===== src/rtl/axis_fifo_ram.sv =====
// Simple dual-port RAM: one write port, one read port with registered read data.
module axis_fifo_ram #(
    parameter int DATA_WIDTH = 32,
    parameter int ADDR_WIDTH = 4
) (
    input  logic                  clk,
    input  logic                  wen,
    input  logic [ADDR_WIDTH-1:0] waddr,
    input  logic [DATA_WIDTH-1:0] wdata,
    input  logic                  ren,
    input  logic [ADDR_WIDTH-1:0] raddr,
    output logic [DATA_WIDTH-1:0] rdata
);

    logic [DATA_WIDTH-1:0] mem [2**ADDR_WIDTH];

    always_ff @(posedge clk) begin
        if (wen) mem[waddr] <= wdata;
    end

    always_ff @(posedge clk) begin
        if (ren) rdata <= mem[raddr];
    end

endmodule


===== src/rtl/axis_write_fifo.sv =====
// FWFT FIFO from a never-stalling write stream to an AXI4-Stream master with backpressure.
module axis_write_fifo #(
    parameter int AXIS_TDATA_WIDTH = 32,
    parameter int FIFO_ADDR_WIDTH  = 4
) (
    input  logic                        aclk,
    input  logic                        areset,
    input  logic [AXIS_TDATA_WIDTH-1:0] s_axis_tdata,
    input  logic                        s_axis_tvalid,
    output logic [AXIS_TDATA_WIDTH-1:0] m_axis_tdata,
    output logic                        m_axis_tvalid,
    input  logic                        m_axis_tready,
    input  logic                        fifo_clear,
    output logic [FIFO_ADDR_WIDTH:0]    fifo_count,
    output logic                        fifo_overflow
);

    localparam logic [FIFO_ADDR_WIDTH:0] DEPTH_CNT = {1'b1, {FIFO_ADDR_WIDTH{1'b0}}};

    logic [FIFO_ADDR_WIDTH-1:0]  wr_ptr;
    logic [FIFO_ADDR_WIDTH-1:0]  rd_ptr;
    logic [FIFO_ADDR_WIDTH-1:0]  raddr;
    logic [FIFO_ADDR_WIDTH:0]    count;
    logic [FIFO_ADDR_WIDTH:0]    count_next;
    logic                        full;
    logic                        rd;
    logic                        wr;
    logic                        valid;
    logic                        overflow;
    logic                        byp_sel;
    logic [AXIS_TDATA_WIDTH-1:0] byp_data;
    logic [AXIS_TDATA_WIDTH-1:0] ram_rdata;

    assign full = (count == DEPTH_CNT);
    assign rd   = valid & m_axis_tready;
    assign wr   = s_axis_tvalid & (~full | rd);

    // The RAM is addressed with the head pointer as it will be after this edge,
    // so its registered output always holds the next head word.
    assign raddr = rd ? rd_ptr + 1'b1 : rd_ptr;

    always_comb begin
        count_next = count;
        if (wr & ~rd)      count_next = count + 1'b1;
        else if (rd & ~wr) count_next = count - 1'b1;
    end

    always_ff @(posedge aclk) begin
        if (areset | fifo_clear) begin
            wr_ptr   <= '0;
            rd_ptr   <= '0;
            count    <= '0;
            valid    <= 1'b0;
            overflow <= 1'b0;
            byp_sel  <= 1'b0;
        end else begin
            if (wr) wr_ptr <= wr_ptr + 1'b1;
            rd_ptr  <= raddr;
            count   <= count_next;
            valid   <= (count_next != '0);
            if (s_axis_tvalid & full & ~rd) overflow <= 1'b1;
            // RAM returns stale data when the head slot is written in the same
            // cycle; the written word is then taken from the bypass register.
            byp_sel <= wr & (wr_ptr == raddr);
        end
    end

    always_ff @(posedge aclk) begin
        if (wr) byp_data <= s_axis_tdata;
    end

    axis_fifo_ram #(
        .DATA_WIDTH(AXIS_TDATA_WIDTH),
        .ADDR_WIDTH(FIFO_ADDR_WIDTH)
    ) u_ram (
        .clk  (aclk),
        .wen  (wr),
        .waddr(wr_ptr),
        .wdata(s_axis_tdata),
        .ren  (1'b1),
        .raddr(raddr),
        .rdata(ram_rdata)
    );

    assign m_axis_tvalid = valid;
    assign m_axis_tdata  = valid ? (byp_sel ? byp_data : ram_rdata) : '0;
    assign fifo_count    = count;
    assign fifo_overflow = overflow;

endmodule

===== config.mk =====
export PLATFORM = sky130hd
export DESIGN_NAME = axis_write_fifo
export DESIGN_NICKNAME = d
export VERILOG_FILES = /design/src/rtl/axis_fifo_ram.sv /design/src/rtl/axis_write_fifo.sv
export SDC_FILE = /design/constraint.sdc
export NUM_CORES = 1
export LEC_CHECK = 0
export ABC_AREA = 1
export CAP_MARGIN = 10
export CORE_MARGIN = 2
export CORE_UTILIZATION = 61
export CTS_BUF_LIST = sky130_fd_sc_hd__clkbuf_8 sky130_fd_sc_hd__clkbuf_16
export CTS_CLUSTER_DIAMETER = 60
export DETAILED_ROUTE_END_ITERATION = 10
export HOLD_SLACK_MARGIN = 0.03
export PLACE_DENSITY = 0.79
export SYNTH_ARGS = -nofsm -noshare
export SYNTH_HDL_FRONTEND = slang
export SYNTH_SLANG_ARGS = --single-unit

===== constraint.sdc =====
create_clock -name aclk -period 5.6 [get_ports aclk]
set_clock_uncertainty 0.2 [all_clocks]
set_input_delay 1.12 -clock aclk [delete_from_list [all_inputs] [get_ports aclk]]
set_output_delay 1.12 -clock aclk [all_outputs]
set_load 0.05 [all_outputs]

**After elaboration in Yosys (flattened, before gate mapping)**

Memory sizes are Yosys's and may differ from the RTL's. A register that Yosys moved wholly into a read port is not among the register bits.
Cells that the tools add are included.

- Register bits: 48
- Memory bits (writable): 512
- Bits of input ports: 37
- Output and inout port bits: 39
- Memories: 1

- Add/subtract/negate cells: 4
- Equality and inequality tests: 2
- Mux-type cells: 7
- Bitwise operators: 12
- Reductions and logical operators: 1

Memory list:

| memory | words | width | read ports | clocked after memory_dff | write ports | RTL line | RTL |
|---|---|---|---|---|---|---|---|
| u_ram.mem | 16 | 32 | 1 | 1 | 1 | axis_fifo_ram.sv:15 | `logic [DATA_WIDTH-1:0] mem [2**ADDR_WIDTH];` |

Operators with widths:

| operator | number |
|---|---|
| 2-to-1 mux 32 bit | 2 |
| 2-to-1 mux 5 bit | 2 |
| adder 4 x 1 -> 4 bit, second input constant | 2 |
| bitwise AND 1 bit | 7 |
| adder 5 x 1 -> 5 bit, second input constant | 1 |
| == test 5 bit, second input constant | 1 |
| nonzero test 5 bit | 1 |
| subtractor 5 x 1 -> 5 bit, second input constant | 1 |
| == test 4 bit | 1 |
| 2-to-1 mux 4 bit | 1 |
| NOT 1 bit | 3 |
| 2-to-1 mux 1 bit | 2 |
| OR 1 bit | 2 |

**Depth between registers and ports, before layout**

Gate-level depths: netlist of the first run.

- Word-level depth: 9
- Depth in mapped cells: 13
- Depth with buffers taken out: 12

**Cells and area by module**

Synthesis of the first run repeated with hierarchy kept, for this count alone.

- Cell total of the unflattened synthesis: 2,404
- Area total of the unflattened synthesis: 25,411.9 µm²

Modules (own cells, without submodules):

| module | times used | cells an instance | area each (µm²) | sequential area each (µm²) |
|---|---|---|---|---|
| axis_fifo_ram | 1 | 2,120 | 23,050.9 | 16,335.7 |
| axis_write_fifo | 1 | 284 | 2,361.0 | 1,281.2 |

**Worst setup path after synthesis of the first run**

OpenSTA, ideal clock, no wires.

- Kind: input -> register
- Start: input port s_axis_tvalid
- End: memory u_ram.mem[11][0], enable pin
- Library setup time: 0.421 ns
- Arrival: 4.018 ns
- Required time: 4.979 ns
- Slack: 0.960 ns
- Cell stages on the path: 5
- Path buffers: 1
- Cells stage by stage: clkbuf_1 > o21ai_0 > inv_1 > nand2_1 > nor2_1

- Word-level cells in the longest chain between the ends: 3

Ends and longest elaborated chain:

| what | RTL line | RTL |
|---|---|---|
| start: declaration | axis_write_fifo.sv:9 | `input logic s_axis_tvalid,` |
| bitwise AND 1 bit | axis_write_fifo.sv:36 | `assign wr = s_axis_tvalid & (~full \| rd);` |
| net u_ram.wen | axis_fifo_ram.sv:7 | `input logic wen,` |
| 2-to-1 mux 1 bit | axis_fifo_ram.sv:18 | `if (wen) mem[waddr] <= wdata;` |
| 2-to-1 mux 1 bit (implied by the code) | axis_fifo_ram.sv:18 |  |
| end: declaration | axis_fifo_ram.sv:15 |  |

The timed path passes the listed nets, and every way through them passes these cells.

**Worst setup path in the final report of the first run**

- Start: register byp_sel
- End: output port m_axis_tdata[21]

- Word-level cells in the longest chain between the ends: 2

Ends and longest elaborated chain:

| what | RTL line | RTL |
|---|---|---|
| start: declaration | axis_write_fifo.sv:30 | `logic byp_sel;` |
| start signal: assignment | axis_write_fifo.sv:64 | `byp_sel <= wr & (wr_ptr == raddr);` |
| 2-to-1 mux 32 bit (2 in a row) | axis_write_fifo.sv:86 | `assign m_axis_tdata = valid ? (byp_sel ? byp_data : ram_rdata) : '0;` |
| end: declaration | axis_write_fifo.sv:10 | `output logic [AXIS_TDATA_WIDTH-1:0] m_axis_tdata,` |

Every way passes these cells.

==> impl_metrics.json, run 1 <==
{
  "outcome": "finished, final reports clean",
  "yosysUniqueCellTypes": 27,
  "grt_max_degree": 194,
  "synth_seq_cells": 592,
  "worstMarginPinSlew_ns": 1.30,
  "hpwl_um": 29500,
  "drtPass1Iterations": 8,
  "slew_viol_final": 0,
  "post-cts-setup-buffers": 0,
  "fin_crit_sh_pct": 72.8,
  "std_cell_rows": 72,
  "clock_path_buffers": 3,
  "cts_hold_buffers": 0,
  "tritoncts": "done",
  "areaGrowthSynthToFinish_pct": 12.6,
  "die_x_um": 203,
  "cp-start-kind": "register",
  "fillers": 2581,
  "r2r_start": "fifo_count[0]",
  "fp.coreArea_sq_um": 38800,
  "drtAntennaViolNets": 0,
  "hp-class": "register to register",
  "ys_warn_count": 0,
  "p_leak_nw": 10.4,
  "initial_utilization_pct": 62.0,
  "avgSynthCellArea_sq_um": 11.5,
  "crit_fanout": 11,
  "arrival_ns": 2.76,
  "layout.cells.most_common_list": "577 x nand2_1, 544 x edfxtp_1, 235 x nand3_1",
  "maxSlewHeadroom_pct": 13.4,
  "hold_viol_final": 0,
  "final_common_cell": "nand2_1",
  "rsz0062_at_grt": "no",
  "drive_gt1_share_pct": 6.67,
  "max_freq_ghz": 0.245,
  "routed-via-count": 15690,
  "antenna_cells": 0,
  "path_class": "register to primary output",
  "die_h_um": 203,
  "grt_pass1_wl_um": 86500,
  "drc": 0,
  "fin_nets": 2199,
  "finalCriticalPeriod_ns": 4.08,
  "min_to": "fifo_overflow",
  "routedWlPerCell_um": 20.7,
  "irDropWorstVdd_uv": 246,
  "r2r_slack_ns": 1.81,
  "hold_depth": 2,
  "syn_area_sq_um": 24100,
  "power_density_nw_per_um2": 338,
  "path_clk_slew_ns": 0.06,
  "die-area_sq_um": 41100,
  "r2r-end": "u_ram.mem[13][24]",
  "antenna_found_initial": 0,
  "hp-start": "fifo_overflow",
  "finalSetupViolations": 0,
  "wirelength_um": 56300,
  "r2r_cells": 8,
  "post_cts_resized": 0,
  "clkLatencyLatePin_ns": 0.60,
  "critPathCaptureType": "primary output",
  "drtIter0Drc": 1890,
  "grt_pass1_vias": 15581,
  "drv_cap": 0,
  "cts_root_buf": "clkbuf_16",
  "final_util_pct": 69.8,
  "h-tree-depth": 2,
  "tns_ns": 0,
  "port-buffer-count": 75,
  "syn_nets": 2144,
  "ios": 76,
  "netlist_instances": 2100,
  "grt.overflow.total": 0,
  "cts_inserted_buffers": 57,
  "ys_seq_area_share_pct": 71.9,
  "routed_via_density": 5.76,
  "worstPathRequired_ns": 4.28,
  "gp_congestion": 0.794,
  "clkSinkCount": 592,
  "gr-usage-all-layers_pct": 27.7
}
==> through the flow <==
| stage | worst slack [ns] | hold WS, ns | cells | total power [mW] | instance area, sq um |
|---|---|---|---|---|---|
| 3_5_place_dp | 1.07 | 0.267 | 2614 | 5.56 | 25300 |
| 6_report | 1.52 | 0.284 | 2722 | 9.17 | 27100 |
| 4_1_cts | 1.45 | 0.298 | 2722 | 9.20 | 27100 |
| 3_3_place_gp | 1.15 | 0.267 | 2614 | 5.54 | 25300 |
| 5_1_grt | 1.39 | 0.327 | 2722 | 9.42 | 27100 |
| 2_1_floorplan | 0.960 | 0.325 | 2100 | 5.35 | 24100 |
==> logic make-up (layout without fill, tap and decap cells) <==
family,after synthesis,in the layout,synth area share (%)
flops,592,592,71.9
buf+inv,330,434,5.99
compound gates,241,241,5.70
xor+xnor,7,7,0.286
fa+ha+maj,7,7,0.364
simple gates,923,923,15.8
==> flip-flops by register name, summed over array words and instances, names as in the netlist <==
| register | flops |
|---|---|
| u_ram.mem | 512 |
| wr_ptr | 4 |
| u_ram.rdata | 32 |
| rd_ptr | 4 |
| m_axis_tvalid | 1 |
| fifo_overflow | 1 |
| fifo_count | 5 |
| byp_sel | 1 |
| byp_data | 32 |
==> power by group <==
| group | internal [mW] | total, mW | leakage (nW) | switching, mW |
|---|---|---|---|---|
| clock network | 2.09 | 3.70 | 0.913 | 1.61 |
| registers | 4.90 | 4.92 | 5.33 | 0.0211 |
| logic | 0.153 | 0.546 | 4.15 | 0.393 |
| total | 7.14 | 9.17 | 10.4 | 2.03 |
==> per-layer routing <==
layer  track usage (%)  up-vias  routed length (um)
met4              12.2        0                2180
met2              44.8      834               26900
li1                  -     7275                   -
met3              4.69      159                5030
met1              37.4     7422               22200
met5                 0        -                   0
==> cell usage after synthesis <==
cell | number | area [sq um]
a21oi_1 | 72 | 360
buf_1 | 1 | 3.75
buf_2 | 71 | 355
buf_4 | 6 | 45.0
buf_6 | 12 | 135
clkbuf_1 | 25 | 93.8
clkinv_2 | 1 | 5.00
dfxtp_1 | 48 | 961
edfxtp_1 | 544 | 16300
ha_1 | 7 | 87.6
inv_1 | 211 | 792
inv_2 | 3 | 11.3
nand2_1 | 578 | 2170
nand2_4 | 3 | 33.8
nand3_1 | 235 | 1180
nand3b_1 | 1 | 7.51
nand4_1 | 4 | 25.0
nor2_1 | 99 | 372
nor2_2 | 1 | 6.26
nor2_4 | 1 | 11.3
nor3_1 | 1 | 5.00
o211ai_1 | 64 | 480
o21a_1 | 1 | 7.51
o21ai_0 | 103 | 515
o21ai_2 | 1 | 8.76
xor2_1 | 6 | 52.6
xor2_2 | 1 | 16.3
==> cell type report <==
class / instances / area [sq um] / area share, %
flip-flops and latches: 592 / 17300 / 63.8
clock buffers: 59 / 1480 / 5.45
clock inverters: 49 / 327 / 1.20
well taps: 518 / 648 / 2.39
repair buffers: 111 / 1060 / 3.91
inverters: 215 / 812 / 3.00
multi-input cells: 1178 / 5490 / 20.2
==> worst max-delay path: stages, from the launching register on <==
cell and delay, ns:
dfxtp_1 0.30, inv_1 0.34, buf_4 0.32, nor2_1 0.07, nor2_1 0.27, clkdlybuf4s50_1 0.87
==> how the worst max path moves through the flow <==
| stage | cells after the start | endpoint | from | slack, ns |
|---|---|---|---|---|
| after floorplan | 5 | u_ram.mem[11][0] | s_axis_tvalid | 0.96 |
| after global placement | 8 | u_ram.mem[13][25] | m_axis_tready | 1.15 |
| after detailed placement | 8 | u_ram.mem[13][24] | m_axis_tready | 1.07 |
| after CTS | 5 | m_axis_tdata[21] | byp_sel | 1.45 |
| after global routing | 4 | m_axis_tdata[18] | m_axis_tvalid | 1.39 |
| final | 5 | m_axis_tdata[21] | byp_sel | 1.52 |
Note: power is estimated with default switching activity, not from simulation.
==> inputs of run 2 (changes only) <==
--- a/config.mk
+++ b/config.mk
@@ -8,12 +8,12 @@
 export ABC_AREA = 1
 export CAP_MARGIN = 10
 export CORE_MARGIN = 2
-export CORE_UTILIZATION = 61
+export CORE_UTILIZATION = 55
 export CTS_BUF_LIST = sky130_fd_sc_hd__clkbuf_8 sky130_fd_sc_hd__clkbuf_16
 export CTS_CLUSTER_DIAMETER = 60
 export DETAILED_ROUTE_END_ITERATION = 10
 export HOLD_SLACK_MARGIN = 0.03
-export PLACE_DENSITY = 0.79
+export PLACE_DENSITY = 0.75
 export SYNTH_ARGS = -nofsm -noshare
 export SYNTH_HDL_FRONTEND = slang
 export SYNTH_SLANG_ARGS = --single-unit
==> constraint.sdc (replaced) <==
create_clock -name aclk -period 3.4 [get_ports aclk]
set_clock_uncertainty 0.2 [all_clocks]
set_input_delay 0.68 -clock aclk [delete_from_list [all_inputs] [get_ports aclk]]
set_output_delay 0.68 -clock aclk [all_outputs]
set_load 0.05 [all_outputs]
==> impl_metrics.json, run 2 (synthesis gave the netlist of run 1 again) <==
{
  "post_cts_resized": 0,
  "top_regs": "u_ram.mem: 512 flops, byp_data: 32 flops, u_ram.rdata: 32 flops",
  "std_cell_rows": 76,
  "fin_nets": 2202,
  "drtPass1Iterations": 6,
  "cts_inserted_buffers": 57,
  "die_x_um": 213,
  "grt_pass1_wl_um": 85900,
  "irDropWorstVdd_uv": 456,
  "worstMarginPinSlew_ns": 1.18,
  "grt_pass1_vias": 15111,
  "dp_cells": 2683,
  "arrival_ns": 3.25,
  "path_clk_slew_ns": 0.06,
  "cts_hold_buffers": 0,
  "final_util_pct": 63.5,
  "path_class": "register to register",
  "p_switching_mw": 3.41,
  "initial_utilization_pct": 55.8,
  "netSwitchingFraction_pct": 21.9,
  "port-buffer-count": 75,
  "routed_via_density": 5.61,
  "grt_max_degree": 110,
  "finalSetupViolations": 0,
  "drtAntennaViolNets": 0,
  "antenna_found_initial": 0,
  "crit_fanout": 32,
  "fp.coreArea_sq_um": 43200,
  "die_h_um": 213,
  "drc": 0,
  "maxSlewHeadroom_pct": 21.1,
  "layout.cells.most_common_list": "577 x nand2_1, 544 x edfxtp_1, 235 x nand3_1",
  "final_common_cell": "nand2_1",
  "hold_depth": 2,
  "hp-class": "register to register",
  "ios": 76,
  "multiInputGateArea_sq_um": 5500,
  "grt.overflow.total": 0,
  "fin_crit_sh_pct": 95.1,
  "p_leak_nw": 10.6,
  "top_register": "u_ram.mem",
  "hold_viol_final": 0,
  "gp_congestion": 0.848,
  "critPathCaptureType": "register",
  "fin_cells": 2792,
  "p_clk_share_pct": 41.7,
  "clock_path_buffers": 3,
  "rsz0062_at_grt": "no",
  "drv_cap": 0,
  "pwr-share-comb_pct": 6.1,
  "hpwl_um": 31700,
  "h-tree-depth": 2,
  "antenna_cells": 0,
  "cp-start-kind": "register",
  "fillers": 3134,
  "largest_reg_flops": 512,
  "clkLatencyLatePin_ns": 0.62,
  "r2r_slack_ns": 0.17,
  "drtIter0Drc": 1851,
  "power_density_nw_per_um2": 567,
  "clkSinkCount": 592,
  "drive_gt1_share_pct": 8.84,
  "die-area_sq_um": 45500,
  "fin_hold_ws_ns": 0.320,
  "r2r_cells": 9,
  "regArea_sq_um": 17300,
  "worstPathRequired_ns": 3.42,
  "areaGrowthSynthToFinish_pct": 13.9,
  "outcome": "finished, final reports clean",
  "finalCriticalPeriod_ns": 3.23,
  "gr-usage-all-layers_pct": 25.4,
  "cts_root_buf": "clkbuf_16",
  "post-cts-setup-buffers": 0,
  "wirelength_um": 56800,
  "routedWlPerCell_um": 20.3,
  "tritoncts": "done",
  "internal_power_mw": 12.1,
  "seq_power_share_pct": 52.2,
  "routed-via-count": 15655,
  "max_freq_ghz": 0.309,
  "slew_viol_final": 0
}
[run 2: changes by cell type in the layout (fill, tap and decap cells not counted), moves of 5 or more]
cell and delta:
buf_12 +11, inv_1 +8, clkbuf_8 +9, buf_4 +24
clkinv_1 -18, clkinv_2 -5, clkdlybuf4s50_1 -33
[run 2: final timing paths]
| check | startpoint | endpoint |
|---|---|---|
| worst min-delay path | fifo_overflow | fifo_overflow |
| worst max-delay path | fifo_count[0] | u_ram.mem[2][30] |
| worst min register to register | fifo_overflow | fifo_overflow |
| worst max register to register | fifo_count[0] | u_ram.mem[2][30] |
[run 2: metal layers]
layer | global-route usage [%] | vias to the layer above | routed length, um
met3 | 3.84 | 98 | 4290
met4 | 8.60 | 0 | 1530
met2 | 40.3 | 657 | 26600
met1 | 36.2 | 7620 | 24400
li1 | - | 7280 | -
met5 | 0 | - | 0
[run 2: worst max-delay path, cell delays in order (launching register included)]
cell and delay (ns):
dfxtp_2 0.39, inv_1 0.09, ha_1 0.25, nand3_1 0.21
o21ai_0 0.23, buf_4 0.23, clkinvlp_4 0.11, nand2_1 0.11
buf_12 0.16, nor2_4 0.87
[run 2: cell type report]
class,count,share of cell area (%)
clock buffers,68,5.84
clock inverters,40,1.29
inverters,215,2.97
multi-input cells,1179,20.0
flip-flops and latches,592,63.1
well taps,585,2.67
repair buffers,113,4.12
[run 2: per-stage QoR]
stage | area (sq um) | setup slack (ns) | TNS (ns) | power (mW)
floorplan | 24200 | 0.125 | 0 | 8.82
global route | 27400 | 0.00133 | 0 | 16.0
finish | 27400 | 0.166 | 0 | 15.5
detailed placement | 25500 | -0.176 | -55.32 | 9.21
CTS | 27400 | 0.160 | 0 | 15.6
global placement | 25500 | -0.181 | -59.82 | 9.18
[run 2: power by group through the flow]
stage	clock, mW	sequential (mW)	combinational (mW)
2_1_floorplan	0	8.26	0.552
3_3_place_gp	0	8.27	0.917
3_5_place_dp	0	8.27	0.938
4_1_cts	6.53	8.12	0.946
5_1_grt	6.80	8.12	1.03
6_report	6.49	8.12	0.948
==> inputs of run 3 (changes only) <==
--- a/config.mk
+++ b/config.mk
@@ -8,12 +8,13 @@
 export ABC_AREA = 1
 export CAP_MARGIN = 10
 export CORE_MARGIN = 2
-export CORE_UTILIZATION = 55
+export CORE_UTILIZATION = 63
 export CTS_BUF_LIST = sky130_fd_sc_hd__clkbuf_8 sky130_fd_sc_hd__clkbuf_16
 export CTS_CLUSTER_DIAMETER = 60
 export DETAILED_ROUTE_END_ITERATION = 10
+export DONT_BUFFER_PORTS = 1
 export HOLD_SLACK_MARGIN = 0.03
-export PLACE_DENSITY = 0.75
+export PLACE_DENSITY_LB_ADDON = 0.25
 export SYNTH_ARGS = -nofsm -noshare
 export SYNTH_HDL_FRONTEND = slang
 export SYNTH_SLANG_ARGS = --single-unit
==> constraint.sdc (replaced) <==
create_clock -name aclk -period 3.7 [get_ports aclk]
set_clock_uncertainty 0.2 [all_clocks]
set_input_delay 0.74 -clock aclk [delete_from_list [all_inputs] [get_ports aclk]]
set_output_delay 0.74 -clock aclk [all_outputs]
set_load 0.05 [all_outputs]
==> impl_metrics.json, run 3 (synthesis gave the netlist of run 1 again) <==
{
  "outcome": "finished, final reports clean",
  "worst-path-stages": 7,
  "max_freq_ghz": 0.310,
  "critPathCaptureType": "register",
  "finalSetupViolations": 0,
  "r2r_cells": 7,
  "cp-start-kind": "register",
  "fillers": 2526,
  "grt_max_degree": 217,
  "routed_via_density": 5.78,
  "multiInputGateArea_sq_um": 5490,
  "port-buffer-count": 0,
  "layout.cells.most_common_list": "577 x nand2_1, 544 x edfxtp_1, 235 x nand3_1",
  "drc": 0,
  "clkSinkCount": 592,
  "crit_fanout": 32,
  "clkLatencyLatePin_ns": 0.60,
  "post_cts_resized": 0,
  "crit_path_max_incr_delay_ns": 1.00,
  "power_density_nw_per_um2": 520,
  "arrival_ns": 3.24,
  "finalCriticalPeriod_ns": 3.22,
  "die-area_sq_um": 39800,
  "slew_viol_final": 0,
  "rsz0062_at_grt": "no",
  "drtIter0Drc": 1642,
  "final_common_cell": "nand2_1",
  "crit_family": "simple AND/OR/NAND/NOR gates",
  "clock_path_buffers": 3,
  "h-tree-depth": 2,
  "r2r_slack_ns": 0.48,
  "cts_inserted_buffers": 58,
  "largest_reg_flops": 512,
  "hpwl_um": 30300,
  "grt_pass1_vias": 14945,
  "drive_gt1_share_pct": 7.79,
  "tritoncts": "done",
  "placed_area_sq_um": 24700,
  "fin_cells": 2694,
  "p_leak_nw": 10.4,
  "top_regs": "u_ram.mem: 512 flops, byp_data: 32 flops, u_ram.rdata: 32 flops",
  "ios": 76,
  "antenna_found_initial": 3,
  "r2r-end": "u_ram.mem[5][19]",
  "path_class": "register to register",
  "worstSetupStartpoint": "fifo_count[0]",
  "wirelength_um": 55500,
  "irDropWorstVdd_uv": 459,
  "fin_nets": 2177,
  "die_h_um": 199,
  "path_cells": "inv_1 -> ha_1 -> nand3_1 -> o21ai_0 -> clkinvlp_4 -> nand2_1 -> nor2_4",
  "power_mw": 14.0,
  "worstPathRequired_ns": 3.72,
  "hold_viol_final": 0,
  "grt_pass1_wl_um": 85400,
  "path_clk_slew_ns": 0.06,
  "cp_slowest_cell": "nor2_4",
  "r2r_start": "fifo_count[0]",
  "routedWlPerCell_um": 20.6,
  "post-cts-setup-buffers": 0,
  "stdcell_area_sq_um": 26900,
  "regArea_sq_um": 17300,
  "routed-via-count": 15566,
  "final_util_pct": 71.5,
  "tns_ns": 0,
  "initial_utilization_pct": 63.9,
  "cts_root_buf": "clkbuf_16",
  "grt.overflow.total": 0,
  "die_x_um": 199,
  "fp.coreArea_sq_um": 37700,
  "worstMarginPinSlew_ns": 1.22,
  "gp_congestion": 0.845,
  "hp-class": "primary input to register",
  "areaGrowthSynthToFinish_pct": 11.9,
  "fin_crit_sh_pct": 87.1,
  "drtPass1Iterations": 6,
  "endpoint": "u_ram.mem[5][19]",
  "gr-usage-all-layers_pct": 28.7,
  "drtAntennaViolNets": 0,
  "dp_cells": 2551,
  "maxSlewHeadroom_pct": 18.3,
  "top_register": "u_ram.mem",
  "path_buf_inv": 2,
  "drv_cap": 0,
  "std_cell_rows": 71,
  "cts_hold_buffers": 32
}
## run 3: cell types whose count changed in the layout (fill, tap and decap cells not counted), sizes merged, moves of 5 or more
cell	change
buf	-15
inv	-5
clkbuf	-6
clkdlybuf4s50	-42
clkinv	+14
dlygate4sd3	+32
## run 3: how the worst min path moves through the flow
stage	startpoint	end	cells past startpoint
floorplan	wr_ptr[1]	wr_ptr[1]	2
global placement	wr_ptr[1]	wr_ptr[1]	2
detailed placement	wr_ptr[1]	wr_ptr[1]	2
CTS	s_axis_tvalid	fifo_overflow	2
global route	s_axis_tvalid	fifo_overflow	2
finish	s_axis_tvalid	fifo_overflow	2
## run 3: routing by layer
layer	wire length, um	GRT usage [%]	vias up
met1	22500	39.3	7505
met2	26600	46.1	711
met5	17	0	-
met4	1770	12.0	2
met3	4700	5.25	120
li1	-	-	7228
## run 3: power breakdown
| part | total [mW] | switching [mW] | internal, mW |
|---|---|---|---|
| clock network | 5.73 | 2.43 | 3.29 |
| registers | 7.47 | 0.0423 | 7.42 |
| logic | 0.809 | 0.599 | 0.210 |
| total | 14.0 | 3.08 | 10.9 |
## run 3: through the flow
step / hold slack (ns) / worst slack [ns]
finish: 0.0810 / 0.479
global route: 0.100 / 0.328
CTS: 0.0673 / 0.478
detailed placement: 0.371 / 0.401
global placement: 0.354 / 0.453
floorplan: 0.325 / 0.225
## run 3: cell type report
type	instances	area share [%]
flip-flops and latches	592	64.2
clock buffers	62	5.63
inverters	215	3.02
clock inverters	47	1.29
repair buffers	88	3.10
diodes	1	0.00929
multi-input cells	1178	20.4
well taps	511	2.37
